`src/rtl/sp_pkg.sv`:
```
// sp_pkg: shared defaults and derived sizes for the result-matrix scratchpad
// access controller, plus the controller state encoding.
//   SP_NTARGETS : number of addressable result targets
//   DATA_WIDTH  : element width
//   BUS_WIDTH   : bus / scratchpad word width
//   MAX_DIM, NELEM, AW, TW : derived matrix dimension, words per target,
//                            address width and target-select width
package sp_pkg;

  localparam int SP_NTARGETS = 4;
  localparam int DATA_WIDTH  = 32;
  localparam int BUS_WIDTH   = 64;

  localparam int MAX_DIM = BUS_WIDTH / DATA_WIDTH;
  localparam int NELEM   = MAX_DIM * MAX_DIM;
  localparam int AW      = 2 * $clog2(MAX_DIM);
  localparam int TW      = (SP_NTARGETS > 2) ? $clog2(SP_NTARGETS) : 1;

  typedef enum logic [1:0] {
    IDLE,
    WRITE,
    STREAM
  } state_e;

endpackage

```
`src/rtl/sp_stream_out.sv`:
```
// sp_stream_out: valid/ready output register for streaming one whole target.
// Holds the count of words still to be read from the scratchpad and tells the
// parent when to advance the read address.
// Ports:
//   i_clk, i_rst_n   : clock, asynchronous active-low reset
//   i_start          : one-cycle stream grant, arms NELEM words
//   i_rd_data        : scratchpad read data for the current address
//   i_ready          : consumer ready
//   o_data, o_valid  : streamed word and its valid
//   o_busy           : stream in progress
//   o_done           : one-cycle pulse after the final word is accepted
//   o_load           : a word is captured this cycle (advance address)
//   o_last           : the final word is accepted this cycle
module sp_stream_out #(
  parameter int BUS_WIDTH = 64,
  parameter int NELEM     = 4,
  parameter int CW        = 3
) (
  input  logic                 i_clk,
  input  logic                 i_rst_n,
  input  logic                 i_start,
  input  logic [BUS_WIDTH-1:0] i_rd_data,
  input  logic                 i_ready,
  output logic [BUS_WIDTH-1:0] o_data,
  output logic                 o_valid,
  output logic                 o_busy,
  output logic                 o_done,
  output logic                 o_load,
  output logic                 o_last
);

  localparam logic [CW-1:0] LOAD_CNT = CW'(NELEM);

  logic [BUS_WIDTH-1:0] r_data;
  logic                 r_valid;
  logic                 r_busy;
  logic                 r_done;
  logic [CW-1:0]        r_remain;

  // The output register refills whenever it is empty or being drained, so
  // data stays put while valid is held against a low ready.
  assign o_load = r_busy && (!r_valid || i_ready) && (r_remain != '0);
  assign o_last = r_busy && r_valid && i_ready && (r_remain == '0);

  always_ff @(posedge i_clk or negedge i_rst_n) begin
    if (!i_rst_n) begin
      r_data   <= '0;
      r_valid  <= 1'b0;
      r_busy   <= 1'b0;
      r_done   <= 1'b0;
      r_remain <= '0;
    end else begin
      r_done <= 1'b0;
      if (i_start) begin
        r_busy   <= 1'b1;
        r_valid  <= 1'b0;
        r_remain <= LOAD_CNT;
      end else if (o_load) begin
        r_data   <= i_rd_data;
        r_valid  <= 1'b1;
        r_remain <= r_remain - 1'b1;
      end else if (o_last) begin
        r_valid <= 1'b0;
        r_busy  <= 1'b0;
        r_done  <= 1'b1;
      end
    end
  end

  assign o_data  = r_data;
  assign o_valid = r_valid;
  assign o_busy  = r_busy;
  assign o_done  = r_done;

endmodule

```
`src/rtl/sp_access_ctrl.sv`:
```
// sp_access_ctrl: shares the result scratchpad's single port between the
// matmul engine write-back burst, a valid/ready stream of one whole target,
// and single-word host reads (fixed priority engine > stream > host).
// Ports:
//   clk_i, rst_ni                : clock, asynchronous active-low reset
//   eng_*                        : engine burst request/grant/data/done
//   str_*                        : stream request/target, output word handshake
//   host_rd_*                    : host read request, address, registered data
//   sp_*                         : scratchpad strobe, mode, address, targets, data
//   err_o, err_clr_i             : sticky protocol error flag and its clear
// Optional feature: define SP_CTRL_ERR_EN to enable err_o; otherwise err_o is
// tied low and err_clr_i is ignored.
module sp_access_ctrl #(
  parameter  int SP_NTARGETS = sp_pkg::SP_NTARGETS,
  parameter  int DATA_WIDTH  = sp_pkg::DATA_WIDTH,
  parameter  int BUS_WIDTH   = sp_pkg::BUS_WIDTH,
  localparam int MAX_DIM     = BUS_WIDTH / DATA_WIDTH,
  localparam int NELEM       = MAX_DIM * MAX_DIM,
  localparam int AW          = 2 * $clog2(MAX_DIM),
  localparam int TW          = (SP_NTARGETS > 2) ? $clog2(SP_NTARGETS) : 1
) (
  input  logic                 clk_i,
  input  logic                 rst_ni,
  input  logic                 eng_req_i,
  input  logic [TW-1:0]        eng_target_i,
  input  logic                 eng_valid_i,
  input  logic [BUS_WIDTH-1:0] eng_data_i,
  output logic                 eng_gnt_o,
  output logic                 eng_done_o,
  input  logic                 str_req_i,
  input  logic [TW-1:0]        str_target_i,
  output logic [BUS_WIDTH-1:0] str_data_o,
  output logic                 str_valid_o,
  input  logic                 str_ready_i,
  output logic                 str_busy_o,
  output logic                 str_done_o,
  input  logic                 host_rd_req_i,
  input  logic [TW-1:0]        host_rd_target_i,
  input  logic [AW-1:0]        host_rd_addr_i,
  output logic [BUS_WIDTH-1:0] host_rd_data_o,
  output logic                 host_rd_valid_o,
  output logic                 sp_write_enable_o,
  output logic                 sp_mode_o,
  output logic [AW-1:0]        sp_address_o,
  output logic [TW-1:0]        sp_write_target_o,
  output logic [TW-1:0]        sp_read_target_o,
  output logic [BUS_WIDTH-1:0] sp_data_o,
  input  logic [BUS_WIDTH-1:0] sp_data_i,
  output logic                 err_o,
  input  logic                 err_clr_i
);

  import sp_pkg::*;

  localparam logic [AW:0] CNT_LAST = (AW + 1)'(NELEM - 1);

  state_e               r_state;
  logic [AW:0]          r_addr_cnt;
  logic [TW-1:0]        r_tgt;
  logic                 r_eng_gnt;
  logic                 r_eng_done;
  logic                 r_host_valid;
  logic [BUS_WIDTH-1:0] r_host_data;

  logic w_idle;
  logic w_eng_go;
  logic w_str_go;
  logic w_host_go;
  logic w_str_load;
  logic w_str_last;
  logic w_str_busy;

  assign w_idle   = (r_state == IDLE);
  assign w_eng_go = w_idle && eng_req_i;
  assign w_str_go = w_idle && !eng_req_i && str_req_i;
  // Blocking on the pending valid pulse keeps host_rd_valid_o a true pulse;
  // a request still held afterwards is served on the following cycle.
  assign w_host_go = w_idle && !eng_req_i && !str_req_i && host_rd_req_i &&
                     !r_host_valid;

  sp_stream_out #(
    .BUS_WIDTH (BUS_WIDTH),
    .NELEM     (NELEM),
    .CW        (AW + 1)
  ) u_stream (
    .i_clk     (clk_i),
    .i_rst_n   (rst_ni),
    .i_start   (w_str_go),
    .i_rd_data (sp_data_i),
    .i_ready   (str_ready_i),
    .o_data    (str_data_o),
    .o_valid   (str_valid_o),
    .o_busy    (w_str_busy),
    .o_done    (str_done_o),
    .o_load    (w_str_load),
    .o_last    (w_str_last)
  );

  always_ff @(posedge clk_i or negedge rst_ni) begin
    if (!rst_ni) begin
      r_state      <= IDLE;
      r_addr_cnt   <= '0;
      r_tgt        <= '0;
      r_eng_gnt    <= 1'b0;
      r_eng_done   <= 1'b0;
      r_host_valid <= 1'b0;
      r_host_data  <= '0;
    end else begin
      r_eng_done   <= 1'b0;
      r_host_valid <= 1'b0;
      case (r_state)
        IDLE: begin
          if (w_eng_go) begin
            r_state    <= WRITE;
            r_tgt      <= eng_target_i;
            r_addr_cnt <= '0;
            r_eng_gnt  <= 1'b1;
          end else if (w_str_go) begin
            r_state    <= STREAM;
            r_tgt      <= str_target_i;
            r_addr_cnt <= '0;
          end else if (w_host_go) begin
            r_host_data  <= sp_data_i;
            r_host_valid <= 1'b1;
          end
        end
        WRITE: begin
          if (eng_valid_i) begin
            r_addr_cnt <= r_addr_cnt + 1'b1;
            if (r_addr_cnt == CNT_LAST) begin
              r_state    <= IDLE;
              r_eng_gnt  <= 1'b0;
              r_eng_done <= 1'b1;
            end
          end
        end
        STREAM: begin
          if (w_str_load) r_addr_cnt <= r_addr_cnt + 1'b1;
          if (w_str_last) r_state <= IDLE;
        end
        default: r_state <= IDLE;
      endcase
    end
  end

  always_comb begin
    sp_write_enable_o = 1'b0;
    sp_mode_o         = 1'b0;
    sp_address_o      = '0;
    sp_write_target_o = '0;
    sp_read_target_o  = '0;
    sp_data_o         = '0;
    case (r_state)
      WRITE: begin
        sp_write_enable_o = eng_valid_i;
        sp_address_o      = r_addr_cnt[AW-1:0];
        sp_write_target_o = r_tgt;
        sp_data_o         = eng_data_i;
      end
      STREAM: begin
        sp_mode_o        = 1'b1;
        sp_address_o     = r_addr_cnt[AW-1:0];
        sp_read_target_o = r_tgt;
      end
      default: begin
        if (w_host_go) begin
          sp_mode_o        = 1'b1;
          sp_address_o     = host_rd_addr_i;
          sp_read_target_o = host_rd_target_i;
        end
      end
    endcase
  end

  assign eng_gnt_o       = r_eng_gnt;
  assign eng_done_o      = r_eng_done;
  assign str_busy_o      = w_str_busy;
  assign host_rd_data_o  = r_host_data;
  assign host_rd_valid_o = r_host_valid;

`ifdef SP_CTRL_ERR_EN
  logic r_err;
  logic w_err_set;

  assign w_err_set = (eng_valid_i && (r_state != WRITE)) ||
                     (w_eng_go  && (int'(eng_target_i)     >= SP_NTARGETS)) ||
                     (w_str_go  && (int'(str_target_i)     >= SP_NTARGETS)) ||
                     (w_host_go && (int'(host_rd_target_i) >= SP_NTARGETS)) ||
                     (str_ready_i && !w_str_busy);

  always_ff @(posedge clk_i or negedge rst_ni) begin
    if (!rst_ni)        r_err <= 1'b0;
    else if (w_err_set) r_err <= 1'b1;
    else if (err_clr_i) r_err <= 1'b0;
  end

  assign err_o = r_err;
`else
  logic w_unused_err_clr;
  assign w_unused_err_clr = err_clr_i;
  assign err_o            = 1'b0;
`endif

endmodule

```
`config.mk`:
```
export PLATFORM = sky130hd
export DESIGN_NAME = sp_access_ctrl
export DESIGN_NICKNAME = d
export VERILOG_FILES = /design/src/rtl/sp_pkg.sv /design/src/rtl/sp_stream_out.sv /design/src/rtl/sp_access_ctrl.sv
export SDC_FILE = /design/constraint.sdc
export NUM_CORES = 1
export LEC_CHECK = 0
export CAP_MARGIN = 20
export CORE_AREA = 2 2 136 138
export CTS_CLUSTER_DIAMETER = 200
export DETAILED_ROUTE_END_ITERATION = 16
export DIE_AREA = 0 0 138 140
export PLACE_DENSITY = 0.87
export REMOVE_ABC_BUFFERS = 1
export SLEW_MARGIN = 15
export SYNTH_ARGS = -nofsm -noshare
export SYNTH_HDL_FRONTEND = slang
export SYNTH_SLANG_ARGS = --single-unit
```
`constraint.sdc`:
```
create_clock -name clk_i -period 2.28 [get_ports clk_i]
set_clock_uncertainty 0.05 [all_clocks]
set_input_delay 0.342 -clock clk_i [delete_from_list [all_inputs] [get_ports clk_i]]
set_output_delay 0.342 -clock clk_i [all_outputs]
set_load 0.01 [all_outputs]
```
==> run metrics <==
sw power 0.00496 W; Num CTS Buffers 17; remaining global-route overflow 0; average wire per standard cell 20.7 um; RSZ-0062 raised after global routing true; CP startpoint r_state[1]; Util after Layout 61.3%; Critical Path End sp_read_target_o[0]; fin nets 966; Overall Power 0.0155 W; Max IR drop VDD 0.000789 V; min Tclk post-route 2400 ps; worst skew pair latency 410 ps; internal power 0.0106 W; placer congestion estimate 0.891; fin area 0.0109 mm2; Sw Share 31.9%; Critical Path AT 2010 ps; ratio of cells with drive above 1 in the final layout 26.4%; CTS tree yes; die width 138 um; Fmax 0.417 GHz; yosys warns 0; number of flops mapped to enable cells by yosys 0; FF-to-FF setup slack 40 ps; syn avg cell area 14.6 um2; Slew Viols, Final 0; Tcrit/Tclk final 105%; clk slew on worst S/H paths 70 ps; largest net degree at the start of global routing 57; WL final 21,800 um; crit start category flop; most common cell after layout, fill and taps aside clkdlybuf4s50_1; status finished, violations left; dpl cell area 0.0102 mm2; Clock Path Buffers 2; Final Hold Vio Count 0; Required @ worst endpoint 1890 ps; register share of total power 29.5%; Clk network pwr share 19.5%; post-DP HPWL 16,800 um; die area 0.0193 mm2; RR Startpoint r_state[1]; fillers 1,393; Register Area 0.00360 mm2; Rel. slew slack 64.4%; Hold WC Path Type in2async; # H-tree levels 4; Worst Slack Setup Final -121 ps; PortBufs 348; r2r endpoint host_rd_data_o[56]; failing checks negative setup slack; diodes inserted 0; # DRC 0; Hold WS 412 ps; top_reg_cell synth dfrtp_1; Rows 49; #FFs+latches synth 144; number of nets with antenna violations after routing 0; worst slew pin tran 534 ps; Initial Utilization 36.1%; critical path class reg2out; P&R area growth vs syn 69.7%; first-pass GRT wire length 33,200 um; DRT Pass-1 Iters 4; via/cell ratio 4.71; Reg2Reg Depth 8; DR iter-0 viols 114; Seq/Total Area, Yosys 56.1%; MaxCap Viol Count 0; most frequent cells in the layout clkdlybuf4s50_1 (275), dfrtp_1 (144), mux2_2 (67), and2_1 (65), mux2_4 (60); Die Height 140 um; Post-Syn Area 0.00642 mm2; CTS root buffer clkbuf_16; LEAKAGE 5.05 nW; vias in the first global route 5,417; IO Count 351; Comb power frac 51.1%; Total Routing Usage GR 22.6%; Synth async-reset ratio 100%; cells after synthesis 439; crit end category output pin; setup TNS -401 ps; critical-path maximum fanout 3; Unique masters post-synth 38; area taken by multi-input logic gates 0.00263 mm2; # clock sinks 144; vias 4,972; Core ar. 0.0178 mm2; initial antenna violation count 0; # setup viols final 4; pwr dens 1420 mW/mm2
[worst max-delay path, cell delays in order, from the launching register on]
cell and delay, ps:
dfrtp_1 380, inv_2 90, ha_4 160, nand2b_4 60
nor4b_4 270, buf_4 190, buf_6 120, nand2_4 40
o21ai_2 140, buf_2 150
[power groups by stage]
stage | logic (W) | clock network [W] | registers [W]
floorplan | 0.00312 | 0 | 0.00505
global placement | 0.00792 | 0 | 0.00453
detailed placement | 0.00807 | 0 | 0.00457
CTS | 0.00798 | 0.00310 | 0.00458
global route | 0.00835 | 0.00322 | 0.00473
finish | 0.00793 | 0.00302 | 0.00457
[layer usage]
metal | GRT usage (%) | wire length (um) | up-vias
met1 | 24.2 | 7800 | 2447
li1 | - | - | 2240
met4 | 12.8 | 1170 | 0
met2 | 39.4 | 11300 | 244
met5 | 0 | 0 | -
met3 | 7.38 | 1580 | 41
[kinds of logic (layout without fill, tap and decap cells)]
logic type                 Yosys count  count (layout)  synth area share [%]
DFF                                144             144                  56.1
and+or+nand+nor                     98              98                  9.31
buffers and inverters               33             421                  3.76
other                                1               1                0.0584
AOI/OAI and AO/OA                   21              21                  2.28
xor gates and xnor gates             1               1                 0.136
adders and majority gates            8               8                  1.56
muxes                              133             133                  26.8
[synth_stat cells, types with 2 or more instances]
cell type	instances	share of area (%)
a21oi_1	4	0.31
a22o_1	3	0.41
a22o_2	2	0.31
and2_1	67	6.5
buf_12	6	1.9
buf_2	7	0.55
clkbuf_1	8	0.47
dfrtp_1	144	56
ha_1	8	1.6
inv_1	10	0.58
mux2_1	3	0.53
mux2_2	67	12
mux2_4	60	14
mux2i_1	3	0.47
nand2_1	11	0.64
nand3_1	3	0.23
nor2_1	6	0.35
nor2b_1	2	0.19
o21ai_0	2	0.16
o21ai_1	5	0.39
[what timing repair did]
item | in CTS | in global routing
setup buffers | 9 | 3
resized for setup | 95 | 24
endpoints found under the hold margin | 54 | 0
pin swaps | 1 | 10
endpoints found under the setup margin | 72 | 116
hold buffers | 1 | 0
[how the worst min path moves through the flow]
stage,startpoint,to,slack [ps],cells after the start
finish,rst_ni,host_rd_data_o[1],410,2
global route,rst_ni,host_rd_data_o[1],450,2
CTS,rst_ni,host_rd_data_o[47],420,2
detailed placement,rst_ni,host_rd_data_o[12],300,1
global placement,rst_ni,host_rd_data_o[12],290,1
floorplan,rst_ni,eng_done_o,-4,0
[per-stage QoR]
step | cells | setup WS (ps)
finish | 1056 | -121
floorplan | 416 | -1730
global placement | 1015 | -239
detailed placement | 1015 | -326
global route | 1056 | -240
CTS | 1057 | -128
[cell type report]
cell class,instances,area share [%]
clock buffer,19,4.07
clock inverter,13,1.85
inverter,10,0.345
multi-input combinational,262,24.2
sequential,144,33.1
tap,229,2.63
timing repair buffer,379,33.9
[flip-flops by register name (all words and copies together) (netlist names)]
register           cells
r_addr_cnt             3
u_stream.r_remain      3
host_rd_data_o        64
u_stream.o_valid       1
eng_gnt_o              1
host_rd_valid_o        1
u_stream.o_done        1
u_stream.o_data       64
r_tgt                  2
eng_done_o             1
u_stream.o_busy        1
r_state                2
(Power assumes the default switching activity.)
